===== config.mk =====
export PLATFORM = sky130hd
export DESIGN_NAME = lsu
export DESIGN_NICKNAME = d
export VERILOG_FILES = /design/src/rtl/riscv_pkg.sv /design/src/rtl/lsu_align.sv /design/src/rtl/lsu.sv
export SDC_FILE = /design/constraint.sdc
export NUM_CORES = 1
export LEC_CHECK = 0
export CAP_MARGIN = 20
export CORE_MARGIN = 2
export CORE_UTILIZATION = 42
export DETAILED_ROUTE_END_ITERATION = 6
export PLACE_DENSITY_LB_ADDON = 0.12
export SKIP_LAST_GASP = 1
export SYNTH_ARGS = -nofsm -noshare
export SYNTH_HDL_FRONTEND = slang
export SYNTH_HIERARCHICAL = 1
export SYNTH_SLANG_ARGS = --single-unit

===== constraint.sdc =====
create_clock -name clk_i -period 3.8 [get_ports clk_i]
set_input_delay 0.76 -clock clk_i [delete_from_list [all_inputs] [get_ports clk_i]]
set_output_delay 0.76 -clock clk_i [all_outputs]
set_load 0.01 [all_outputs]

===== src/rtl/riscv_pkg.sv =====
// Shared yarc core types: memory operations, trap causes, LSU FSM states and
// small decode helpers used by the load/store unit.
package riscv_pkg;

  typedef enum logic [3:0] {
    MEM_NOP = 4'd0,
    MEM_LB  = 4'd1,
    MEM_LH  = 4'd2,
    MEM_LW  = 4'd3,
    MEM_LBU = 4'd4,
    MEM_LHU = 4'd5,
    MEM_SB  = 4'd6,
    MEM_SH  = 4'd7,
    MEM_SW  = 4'd8
  } mem_oper_t;

  typedef enum logic [3:0] {
    NO_TRAP               = 4'd0,
    INSTR_ADDR_MISALIGNED = 4'd1,
    ILLEGAL_INSTR         = 4'd2,
    BREAKPOINT            = 4'd3,
    LOAD_ADDR_MISALIGNED  = 4'd4,
    STORE_ADDR_MISALIGNED = 4'd5,
    ECALL_M               = 4'd6
  } exc_t;

  typedef enum logic [1:0] {
    IDLE        = 2'd0,
    WAIT_GNT    = 2'd1,
    WAIT_RVALID = 2'd2
  } lsu_state_t;

  function automatic logic is_load(input mem_oper_t op);
    return (op == MEM_LB) || (op == MEM_LH) || (op == MEM_LW) ||
           (op == MEM_LBU) || (op == MEM_LHU);
  endfunction

  function automatic logic is_store(input mem_oper_t op);
    return (op == MEM_SB) || (op == MEM_SH) || (op == MEM_SW);
  endfunction

  // Halfwords need addr[0]==0, words need addr[1:0]==0.
  function automatic logic is_misaligned(input mem_oper_t op, input logic [1:0] lo);
    case (op)
      MEM_LH, MEM_LHU, MEM_SH: return lo[0];
      MEM_LW, MEM_SW:          return (lo != 2'b00);
      default:                 return 1'b0;
    endcase
  endfunction

endpackage


===== src/rtl/lsu_align.sv =====
// Combinational lane logic for the LSU: byte enables and lane-replicated
// store data on the way out, byte/halfword extract and extend on the way in.
// Low address bits below natural alignment are ignored, so a halfword uses
// addr[1] only and a word uses neither bit.
module lsu_align
  import riscv_pkg::*;
(
  input  mem_oper_t   mem_oper_i,
  input  logic [1:0]  addr_lo_i,
  input  logic [31:0] store_data_i,
  input  logic [31:0] rdata_i,
  output logic [3:0]  be_o,
  output logic [31:0] wdata_o,
  output logic [31:0] load_data_o
);

  logic [7:0]  rdata_bytes [4];
  logic [7:0]  byte_sel;
  logic [15:0] half_sel;

  for (genvar gi = 0; gi < 4; gi++) begin : g_bytes
    assign rdata_bytes[gi] = rdata_i[8*gi +: 8];
  end

  // Byte enables by access size, and store data replicated across all lanes
  always_comb begin
    be_o    = 4'b0000;
    wdata_o = store_data_i;
    case (mem_oper_i)
      MEM_LB, MEM_LBU, MEM_SB: be_o = 4'b0001 << addr_lo_i;
      MEM_LH, MEM_LHU, MEM_SH: be_o = 4'b0011 << {addr_lo_i[1], 1'b0};
      MEM_LW, MEM_SW:          be_o = 4'b1111;
      default:                 be_o = 4'b0000;
    endcase
    case (mem_oper_i)
      MEM_SB:  wdata_o = {4{store_data_i[7:0]}};
      MEM_SH:  wdata_o = {2{store_data_i[15:0]}};
      default: wdata_o = store_data_i;
    endcase
  end

  // Select the addressed byte/halfword of the read word and extend it
  always_comb begin
    byte_sel = rdata_bytes[addr_lo_i];
    half_sel = addr_lo_i[1] ? rdata_i[31:16] : rdata_i[15:0];
    case (mem_oper_i)
      MEM_LB:  load_data_o = {{24{byte_sel[7]}}, byte_sel};
      MEM_LBU: load_data_o = {24'h000000, byte_sel};
      MEM_LH:  load_data_o = {{16{half_sel[15]}}, half_sel};
      MEM_LHU: load_data_o = {16'h0000, half_sel};
      default: load_data_o = rdata_i;
    endcase
  end

endmodule


===== src/rtl/lsu.sv =====
// yarc MEM stage: load/store unit on a req/gnt/rvalid data bus.
// One transaction outstanding at most; the pipeline is stalled while it runs.
// Optional build macro YARC_LSU_MISALIGN_TRAP_EN: when defined, misaligned
// halfword/word accesses trap instead of being issued with masked low bits.
module lsu
  import riscv_pkg::*;
(
  input  logic        clk_i,
  input  logic        rstn_i,
  input  logic [31:0] alu_result_i,
  input  logic [31:0] alu_oper2_i,
  input  mem_oper_t   mem_oper_i,
  input  logic        write_rd_i,
  input  logic [4:0]  rd_addr_i,
  input  logic [31:0] pc_i,
  input  logic        instr_valid_i,
  input  exc_t        trap_i,
  input  logic        flush_i,
  output logic        stall_o,
  output logic        dmem_req_o,
  output logic        dmem_we_o,
  output logic [3:0]  dmem_be_o,
  output logic [31:0] dmem_addr_o,
  output logic [31:0] dmem_wdata_o,
  input  logic        dmem_gnt_i,
  input  logic        dmem_rvalid_i,
  input  logic [31:0] dmem_rdata_i,
  output logic [31:0] rd_data_o,
  output logic        write_rd_o,
  output logic [4:0]  rd_addr_o,
  output logic [31:0] pc_o,
  output logic        instr_valid_o,
  output exc_t        trap_o
);

  lsu_state_t  state_reg, state_next;
  logic        kill_reg, kill_next;
  logic [31:0] req_addr_reg;
  logic [31:0] req_wdata_reg;
  logic [3:0]  req_be_reg;
  logic        req_we_reg;
  logic [1:0]  req_lo_reg;
  mem_oper_t   req_oper_reg;

  mem_oper_t   align_oper;
  logic [1:0]  align_lo;
  logic [3:0]  align_be;
  logic [31:0] align_wdata;
  logic [31:0] load_data;

  logic        is_mem_op;
  logic        misalign;
  logic        access;
  logic        wb_bubble;
  logic [31:0] wb_data_next;
  logic        wb_write_rd_next;
  logic        wb_valid_next;
  exc_t        wb_trap_next;

  assign is_mem_op = is_load(mem_oper_i) | is_store(mem_oper_i);

`ifdef YARC_LSU_MISALIGN_TRAP_EN
  assign misalign = instr_valid_i & is_misaligned(mem_oper_i, alu_result_i[1:0]);
`else
  assign misalign = 1'b0;
`endif

  // A live, untrapped, unflushed memory op starts a bus transaction
  assign access = instr_valid_i & is_mem_op & (trap_i == NO_TRAP) & ~flush_i & ~misalign;

  // Lane logic sees the incoming op in IDLE and the captured op afterwards
  always_comb begin
    align_oper = mem_oper_i;
    align_lo   = alu_result_i[1:0];
    if (state_reg != IDLE) begin
      align_oper = req_oper_reg;
      align_lo   = req_lo_reg;
    end
  end

  lsu_align u_align (
    .mem_oper_i   (align_oper),
    .addr_lo_i    (align_lo),
    .store_data_i (alu_oper2_i),
    .rdata_i      (dmem_rdata_i),
    .be_o         (align_be),
    .wdata_o      (align_wdata),
    .load_data_o  (load_data)
  );

  // FSM next state, bus request and stall
  always_comb begin
    state_next   = state_reg;
    kill_next    = kill_reg;
    stall_o      = 1'b0;
    dmem_req_o   = 1'b0;
    dmem_we_o    = 1'b0;
    dmem_be_o    = 4'b0000;
    dmem_addr_o  = req_addr_reg;
    dmem_wdata_o = req_wdata_reg;
    case (state_reg)
      IDLE: begin
        dmem_addr_o  = {alu_result_i[31:2], 2'b00};
        dmem_wdata_o = align_wdata;
        if (access) begin
          dmem_req_o = 1'b1;
          dmem_we_o  = is_store(mem_oper_i);
          dmem_be_o  = align_be;
          stall_o    = 1'b1;
          if (dmem_gnt_i) state_next = WAIT_RVALID;
          else            state_next = WAIT_GNT;
        end
      end
      WAIT_GNT: begin
        dmem_req_o = 1'b1;
        dmem_we_o  = req_we_reg;
        dmem_be_o  = req_be_reg;
        stall_o    = 1'b1;
        if (flush_i)    kill_next  = 1'b1;
        if (dmem_gnt_i) state_next = WAIT_RVALID;
      end
      WAIT_RVALID: begin
        stall_o = ~dmem_rvalid_i;
        if (flush_i) kill_next = 1'b1;
        if (dmem_rvalid_i) begin
          state_next = IDLE;
          kill_next  = 1'b0;
        end
      end
      default: state_next = IDLE;
    endcase
  end

  // State and kill flag
  always_ff @(posedge clk_i or negedge rstn_i) begin
    if (!rstn_i) begin
      state_reg <= IDLE;
      kill_reg  <= 1'b0;
    end else begin
      state_reg <= state_next;
      kill_reg  <= kill_next;
    end
  end

  // Capture the request on its first cycle so it stays stable until grant
  always_ff @(posedge clk_i or negedge rstn_i) begin
    if (!rstn_i) begin
      req_addr_reg  <= 32'h0;
      req_wdata_reg <= 32'h0;
      req_be_reg    <= 4'b0000;
      req_we_reg    <= 1'b0;
      req_lo_reg    <= 2'b00;
      req_oper_reg  <= MEM_NOP;
    end else if (state_reg == IDLE && access) begin
      req_addr_reg  <= {alu_result_i[31:2], 2'b00};
      req_wdata_reg <= align_wdata;
      req_be_reg    <= align_be;
      req_we_reg    <= is_store(mem_oper_i);
      req_lo_reg    <= alu_result_i[1:0];
      req_oper_reg  <= mem_oper_i;
    end
  end

  // A flush now, or an earlier flush of the outstanding access, yields a bubble
  assign wb_bubble = flush_i | ((state_reg == WAIT_RVALID) & kill_reg);

  // MEM/WB next values: load result, misalignment trap, or pass-through
  always_comb begin
    wb_data_next     = alu_result_i;
    wb_write_rd_next = write_rd_i & ~is_store(mem_oper_i) & ~misalign;
    wb_valid_next    = instr_valid_i;
    wb_trap_next     = trap_i;
    if (state_reg == WAIT_RVALID && is_load(req_oper_reg)) wb_data_next = load_data;
    if (trap_i == NO_TRAP && misalign) begin
      if (is_load(mem_oper_i)) wb_trap_next = LOAD_ADDR_MISALIGNED;
      else                     wb_trap_next = STORE_ADDR_MISALIGNED;
    end
    if (wb_bubble) begin
      wb_write_rd_next = 1'b0;
      wb_valid_next    = 1'b0;
      wb_trap_next     = NO_TRAP;
    end
  end

  // MEM/WB pipeline registers advance whenever the stage is not stalled
  always_ff @(posedge clk_i or negedge rstn_i) begin
    if (!rstn_i) begin
      rd_data_o     <= 32'h0;
      write_rd_o    <= 1'b0;
      rd_addr_o     <= 5'd0;
      pc_o          <= 32'h0;
      instr_valid_o <= 1'b0;
      trap_o        <= NO_TRAP;
    end else if (!stall_o) begin
      rd_data_o     <= wb_data_next;
      write_rd_o    <= wb_write_rd_next;
      rd_addr_o     <= rd_addr_i;
      pc_o          <= pc_i;
      instr_valid_o <= wb_valid_next;
      trap_o        <= wb_trap_next;
    end
  end

endmodule


==> results.yml <==
outcome:
  status: "finished clean"
route:
  drc: 0
  routed_via_density: 5.252
  wl_um: 24790
  wl_per_cell_um: 20.37
  vias: 6392
  drt_iter0_drc: 305
  firstDrtPassIters: 4
  ant_nets: 0
clock_tree:
  cts_sinks: 151
  clockRootBuffer: "clkbuf_16"
  cts_hold_buf: 0
  clk_latency_ps: 420
  cts_htree_levels: 4
  cts-buffers-inserted: 17
  clk_pin_slew_ps: 70
  clk_path_buf_depth: 2
  cts_tree: "built"
grt:
  grt.overflow.total: 0
  use_met3_pct: 7.422
  grt_pass1_wl_um: 39150
  grt.busiest_layer: "met2"
  first_global_vias: 6978
  grtUsageMet1_pct: 27.81
  track_usage_pct: 23.34
  grt_max_degree: 78
  met2_usage_pct: 39.25
  antenna_found_initial: 0
placement:
  dp_cells: 1175
  portBuffers: 291
  gp_congestion: 0.8745
  hpwl_um: 17960
setup_path:
  critPathRequiredTime_ps: 3040
  path_class: "input port to primary output"
  arrival_ps: 2990
  cp-startpoint: "mem_oper_i[2]"
  r2r_cells: 10
  cpMostUsedCell: "clkdlybuf4s50_1"
  worst-path-stages: 8
  cpMaxStageDelayCell: "clkdlybuf4s50_1"
  r2r_start: "state_reg[0]$_DFFE_PN0P_"
  critPathCaptureType: "primary output"
  max_stage_delay_ps: 480
  start_kind: "input port"
  worst-path-buf-inv: 3
  crit_chain: "clkdlybuf4s50_1 > mux2_2 > buf_4 > maj3_1 > a21oi_1 > o21ai_1 > a22o_1 > clkdlybuf4s50_1"
  cp_max_fo: 10
  crit_family: "buffers and inverters"
timing:
  setup_tns_ps: 0
  finalHoldViolCount: 0
  rsz0062_at_grt: "yes"
  maxSlewViolCount: 0
  tightestPinTransition_ps: 1096
  setup_viol: 0
  min_period_ps: 3746
  skew_ps: 12.57
  max_freq_mhz: 267.0
  post-route-period-util_pct: 98.57
  relSlewSlack_pct: 26.79
cells_and_area:
  antenna_cells: 0
  final_cells: 1217
  nets: 1086
  syn_to_final_growth_pct: 45.33
  layout-drive-gt1-share_pct: 37.17
floorplanning:
  rows: 52
  initial_core_util_pct: 42.63
  die_area_mm2: 0.02156
  die_h_um: 146.8
  core_mm2: 0.02010
  io_pins: 294
  die_w_um: 146.8
synth:
  yosys-top-cells-count: "224 x mux2_2, 151 x dfrtp_1, 34 x mux2_4, 18 x clkbuf_1, 16 x nand2_1"
  synth_most_common_cell: "mux2_2"
  yosysUniqueCellTypes: 55
  synth_top_area_cell: "dfrtp_1"
  yosys_warnings: 6
  synth_top_area_share_pct: 44.09
  seq_area_frac_synth_pct: 44.09
  synth.area.top_cells: "dfrtp_1 44%, mux2_2 29%, mux2_4 6.0%, mux4_1 2.1%, mux2i_1 1.8%"
  avgSynthCellArea_um2: 13.35
  synth-edff-count: 0
  synthesis.area_mm2: 0.008569
  async_flop_share_pct: 100.0
  ys.flop_type: "dfrtp_1"
  synthCells: 642
  synth_seq_cells: 151
pwr:
  power.density_mw_per_mm2: 709.8
  vdd_drop_max_uv: 378.1
  leakagePower_uw: 0.005584
hold_path:
  hp-class: "input port to asynchronous set/reset pin"
flow_run:
  max-cap-violations: 0
==> routing by layer <==
metal  wire length (um)  vias up
met3               1879       48
li1                   -     2940
met4                782        0
met2              12140      225
met1               9989     3179
met5                  0        -
==> worst register-to-register path, cell delays in order, from the launching register on <==
cell and delay, ps:
dfrtp_1 400, inv_2 90, ha_4 210, buf_8 220
mux2_2 450, mux4_2 340, and4b_4 250, or2_1 440
a21o_2 280, mux2_2 250, mux2_2 260
==> kinds of logic (layout without fill, tap and decap cells) <==
kind of cell             Yosys count  after routing  synth area share, %
adder cells (fa/ha/maj)            6              6               0.8177
flip-flops                       151            151                44.09
other                              1              2              0.04376
XOR/XNOR                           1              1               0.1022
buffers and inverters             70            374                5.023
AO/OA/AOI/OAI                     78             78                6.819
multiplexers                     281            281                39.55
AND/OR/NAND/NOR                   54             54                3.548
==> timing repair <==
| action | CTS | global route |
|---|---|---|
| resized for setup | 29 | 24 |
| setup endpoints to repair | 28 | 20 |
| endpoints found under the hold margin | 0 | 0 |
| pin swaps | 2 | 4 |
| cloned | 0 | 0 |
| buffers inserted | 7 | 3 |
==> placed cells by master, fill, tap and decap left out, drive strengths merged, types with 8 or more instances in the layout <==
cell type	synthesis	final
a221o	13	13
mux2i	15	15
nand2	16	16
dfrtp	151	151
nor2b	8	8
a21oi	15	15
dlymetal6s2s	0	8
clkdlybuf4s50	0	266
dlygate4sd2	0	9
clkbuf	19	18
inv	13	21
mux4	8	8
o21ai	12	12
mux2	258	258
buf	38	39
a21o	20	20
==> cell type report <==
cell class                 instances  area, um^2
fill                            1570        7650
sequential                       151        3779
timing repair buffer             329        3261
multi-input combinational        422        4409
inverter                          13       48.80
clock inverter                    14       180.2
clock buffer                      18       439.2
tap                              270       337.8
==> worst paths after layout <==
path                                           endpoint  slack [ps]
setup reg to reg              rd_data_o[17]$_DFFE_PN0N_         500
hold / removal             req_wdata_reg[3]$_DFFE_PN0P_         360
setup / recovery                           dmem_be_o[3]          50
min in group clk_i               req_we_reg$_DFFE_PN0P_         500
hold reg to reg                  req_we_reg$_DFFE_PN0P_         500
max in group asynchronous      rd_addr_o[3]$_DFFE_PN0N_        2600
==> through the flow <==
stage / util [%] / area [um^2] / setup WS, ps / hold slack, ps / power (uW)
global route: 61.95 / 12450 / -63.54 / 413.7 / 9325
global placement: 58.28 / 11720 / -213.4 / 465.9 / 6977
finish: 61.95 / 12450 / 54.19 / 363.1 / 8840
detailed placement: 58.28 / 11720 / -205.7 / 484.4 / 7064
CTS: 61.66 / 12400 / -14.29 / 393.3 / 8908
floorplan: - / 8573 / 84.50 / 449.9 / 4982
==> report_power, final <==
part           switching [uW]  internal, uW  total (uW)
combinational            1940          2680        4620
sequential                301          2140        2440
clock                     763          1020        1780
total                    3000          5840        8840
Note: power is estimated with default switching activity, not from simulation.
